===== config.mk =====
export PLATFORM = sky130hd
export DESIGN_NAME = req_queue
export DESIGN_NICKNAME = d
export VERILOG_FILES = /design/src/rtl/req_queue.sv
export SDC_FILE = /design/constraint.sdc
export NUM_CORES = 1
export LEC_CHECK = 0
export ABC_AREA = 1
export CELL_PAD_IN_SITES_DETAIL_PLACEMENT = 0
export CELL_PAD_IN_SITES_GLOBAL_PLACEMENT = 2
export CORE_ASPECT_RATIO = 1.25
export CORE_MARGIN = 2
export CORE_UTILIZATION = 33
export DETAILED_ROUTE_END_ITERATION = 12
export PLACE_DENSITY = 0.81
export SYNTH_ARGS = -nofsm -noshare
export SYNTH_HDL_FRONTEND = slang
export SYNTH_SLANG_ARGS = --single-unit

===== constraint.sdc =====
create_clock -name clk -period 1.7 [get_ports clk]
set_input_delay 0.34 -clock clk [delete_from_list [all_inputs] [get_ports clk]]
set_output_delay 0.34 -clock clk [all_outputs]
set_load 0.02 [all_outputs]

===== src/rtl/req_queue.sv =====
// rtl/req_queue.sv - first-word-fall-through request FIFO between SPI deserializer and control FSM
module req_queue #(
  parameter int ADDRW   = 8,
  parameter int OPCODEW = 2,
  parameter int DEPTH   = 4
) (
  input  logic                       clk,
  input  logic                       rst_n,
  input  logic [OPCODEW-1:0]         in_opcode,
  input  logic [ADDRW-1:0]           in_key_addr,
  input  logic [ADDRW-1:0]           in_text_addr,
  input  logic                       in_valid,
  output logic                       in_ready,
  output logic [OPCODEW-1:0]         out_opcode,
  output logic [ADDRW-1:0]           out_key_addr,
  output logic [ADDRW-1:0]           out_text_addr,
  output logic                       out_valid,
  input  logic                       out_ready,
  output logic [$clog2(DEPTH):0]     count,
  output logic                       overflow
);

  localparam int PW = $clog2(DEPTH);
  localparam int CW = PW + 1;
  localparam int WW = OPCODEW + 2 * ADDRW;
  localparam logic [CW-1:0] FULL_CNT  = CW'(DEPTH);
  localparam logic [CW-1:0] READY_MAX = CW'(DEPTH - 2);

  logic [WW-1:0] mem [DEPTH];
  logic [PW-1:0] wr_ptr;
  logic [PW-1:0] rd_ptr;
  logic [CW-1:0] count_q;
  logic          overflow_q;

  logic          full;
  logic          pop;
  logic          push;
  logic          drop;

  // A push into a full queue is still accepted when the head leaves in the same cycle.
  assign full = (count_q == FULL_CNT);
  assign pop  = (count_q != '0) && out_ready;
  assign push = in_valid && (!full || pop);
  assign drop = in_valid && full && !pop;

  // Storage is cleared on reset so the head outputs read zero out of reset.
  always_ff @(posedge clk or negedge rst_n) begin
    if (!rst_n) begin
      for (int i = 0; i < DEPTH; i++) begin
        mem[i] <= '0;
      end
    end else if (push) begin
      mem[wr_ptr] <= {in_opcode, in_key_addr, in_text_addr};
    end
  end

  // Pointers wrap naturally at DEPTH; occupancy tells full from empty.
  always_ff @(posedge clk or negedge rst_n) begin
    if (!rst_n) begin
      wr_ptr <= '0;
      rd_ptr <= '0;
    end else begin
      if (push) wr_ptr <= wr_ptr + 1'b1;
      if (pop)  rd_ptr <= rd_ptr + 1'b1;
    end
  end

  // Occupancy moves only when exactly one of push/pop happens.
  always_ff @(posedge clk or negedge rst_n) begin
    if (!rst_n) begin
      count_q <= '0;
    end else begin
      case ({push, pop})
        2'b10:   count_q <= count_q + 1'b1;
        2'b01:   count_q <= count_q - 1'b1;
        default: count_q <= count_q;
      endcase
    end
  end

  // Sticky record that a word was lost; only reset clears it.
  always_ff @(posedge clk or negedge rst_n) begin
    if (!rst_n) begin
      overflow_q <= 1'b0;
    end else if (drop) begin
      overflow_q <= 1'b1;
    end
  end

  // Outputs come straight from registers; ready keeps one slot for the word already in flight.
  always_comb begin
    {out_opcode, out_key_addr, out_text_addr} = mem[rd_ptr];
    out_valid = (count_q != '0);
    in_ready  = (count_q <= READY_MAX);
    count     = count_q;
    overflow  = overflow_q;
  end

endmodule


==> metrics.md <==
| Metric | Value |
|---|---|
| Status | `finished, violations left` |
| Failing checks | `negative setup slack` |
| Kind of critical path | `reg2out` |
| Cells after Synth | `466` |
| Setup TNS | `-1060 ps` |
| DP Wirelength | `7.48 mm` |
| Post-synth EDFFs | `0` |
| Max_cap viols | `0` |
| Cell variety after synth | `28` |
| GRT overflow | `0` |
| Clk root buf | `clkbuf_16` |
| IO Count | `46` |
| Final worst slack | `-115 ps` |
| Nets@finish | `576` |
| Data arrival time of the worst path | `1470 ps` |
| Total number of vias | `3418` |
| CP max FO | `9` |
| DRC viols | `0` |
| Hold slack | `472 ps` |
| Synth async-reset ratio | `1.00` |
| Layout cells sized above 1 | `0.238` |
| Die height | `125 um` |
| Max H-tree Level | `3` |
| CTS tree | `yes` |
| Ranking of synthesized cells by area | `dfrtp_1, nand2_1, o21ai_0` |
| Area delta synth->final | `36.5%` |
| Startpoint Class | `flop` |
| Reg clk slew, reported paths | `60 ps` |
| Period utilization | `1.07` |
| Max-slew headroom | `0.713` |
| GRT Total Usage | `0.186` |
| Clock Tree Buf Depth | `2` |
| GPL Wtd Cong | `0.766` |
| Sequential fraction of the synthesis area | `0.515` |
| Core area | `11600 um2` |
| Slew @ Worst Pin | `430 ps` |
| CTS buffer count | `9` |
| Slew Limit Fails | `0` |
| DRT antenna net count | `0` |
| Final hold vios | `0` |
| Later-pin clock latency in the skew report | `340 ps` |
| Place WS | `-233 ps` |
| Fin Clk Skew | `7.02 ps` |
| Peak VDD IR | `0.000816 V` |
| Vias in the first global route | `3583` |
| Synth warn | `0` |
| Final setup violating endpoints | `18` |
| Core Rows | `44` |
| Syn_nets | `493` |
| Minimum clock period | `1810 ps` |
| Synth Flop Type | `dfrtp_1` |
| Routed WL | `11.1 mm` |
| Most numerous cell in the Yosys netlist | `nand2_1` |
| Die ar. | `12700 um2` |
| HP Class | `reg2reg` |
| F_max | `551 MHz` |
| Starting Density | `0.336` |
| PwrDens | `2140 nW/um2` |
| First-pass GRT wire length | `18.4 mm` |
| Syn Std Cell Area | `3890 um2` |
| CP Capture Type | `output port` |
| Req. time, crit path | `1360 ps` |
| Antenna diodes | `0` |
| Synth Area per Inst | `8.34 um2` |
| Number of DRC markers in iteration 0 | `116` |
| Drt first pass iters | `4` |
| RSZ-0062 raised after global routing | `yes` |
| Buffers on Ports | `45` |
| Pin count of the biggest net entering global routing | `41` |
| Routed len/inst | `16.0 um` |
| Die W | `101 um` |
| Yosys top cell area share | `0.515` |
| Largest area contributor in the netlist | `dfrtp_1` |
| Drt via density | `4.94` |
| Synth cell count leaders | `nand2_1, dfrtp_1, o21ai_0` |
| #FFs+latches synth | `80` |
| Num Clock Sinks | `80` |
| Lkg Pwr | `2.53 nW` |
| Initial antenna violation count | `1` |
cell families (layout without fill, tap and decap cells):
group | Yosys count | in the layout | share of synthesized area
simple gates | 205 | 205 | 0.225
xor+xnor | 3 | 3 | 0.00869
compound gates | 131 | 131 | 0.176
fa+ha+maj | 5 | 5 | 0.0180
flops | 80 | 80 | 0.515
buf+inv | 42 | 130 | 0.0570
critical path, stage by stage, from the launching register on:
cell      delay, ps
dfrtp_2         420
clkinv_4        110
buf_12          150
buf_6           120
o21ai_2         100
o22ai_1          70
buf_4           160
per-layer routing:
| metal | vias up | GRT usage | wire length (um) |
|---|---|---|---|
| li1 | 1703 | - | - |
| met1 | 1646 | 0.241 | 4910 |
| met2 | 50 | 0.315 | 5660 |
| met3 | 17 | 0.0212 | 277 |
| met4 | 2 | 0.0747 | 251 |
| met5 | - | 0 | 11 |
flip-flops by register name, indices dropped and copies added (netlist names):
signal	flops
rd_ptr	2
mem	72
overflow	1
count	3
wr_ptr	2
stage by stage:
step	power, W	instance area (um2)	utilization	std cells
after detailed placement	0.00891	4790	0.414	668
after global placement	0.00884	4790	0.414	668
after CTS	0.0110	5170	0.447	692
after global routing	0.0122	5310	0.459	692
final	0.0114	5310	0.459	692
after floorplan	0.00637	3890	-	466
layout make-up:
class                   instances  area (um2)
multi-input cells             344        1810
repair buffers                 98         981
inverters                      16        68.8
well taps                     138         173
flip-flops and latches         80        2010
clock inverters                 4        20.0
fillers                      1146        6260
clock buffers                  12         246
report_power, final:
part / internal (W) / switching (W) / leakage (nW)
Combinational: 0.00272 / 0.00350 / 1.41
Clock: 0.00102 / 0.000751 / 0.136
Sequential: 0.00280 / 0.000577 / 0.990
Total: 0.00654 / 0.00483 / 2.53
cells in the final DEF, fill, tap and decap left out, types with 2 or more instances in the layout:
cell type / Yosys / final
xor2_1: 2 / 2
dlygate4sd2_1: 0 / 5
clkinv_2: 0 / 4
nor2_8: 3 / 3
clkinv_1: 5 / 3
clkdlybuf4s50_1: 0 / 21
o22ai_2: 0 / 6
nand2_1: 152 / 151
clkbuf_16: 0 / 9
nor2_1: 39 / 30
o21ai_0: 61 / 25
inv_1: 11 / 11
o21ai_2: 0 / 14
buf_8: 2 / 2
ha_1: 4 / 4
buf_4: 1 / 47
nor2_4: 2 / 6
a21oi_1: 2 / 2
buf_12: 0 / 8
dfrtp_1: 80 / 76
dfrtp_2: 0 / 4
nor2_2: 1 / 6
buf_6: 4 / 13
o21ai_1: 48 / 69
nand3_1: 5 / 5
clkbuf_1: 12 / 2
o22ai_1: 18 / 12
path summary, 6_finish.rpt:
path / start / to / depth (start not counted) / slack (ps)
max: rd_ptr[0] / out_key_addr[5] / 6 / -110
max reg2reg: wr_ptr[0] / mem[31] / 6 / 130
min in group asynchronous: rst_n / mem[68] / 2 / 510
max in group asynchronous: rst_n / mem[11] / 3 / 610
min: mem[46] / mem[46] / 2 / 470
min reg2reg: mem[46] / mem[46] / 2 / 470
repair_timing:
item                                    4_1_cts  5_1_grt
gates cloned                                  3        0
hold endpoints to repair                     29        0
setup buffers                                 4        2
gates resized for setup                     149       43
hold buffers                                  1        0
endpoints found under the setup margin       23       27
pin swaps                                     6       15
Note: power is estimated with default switching activity, not from simulation.
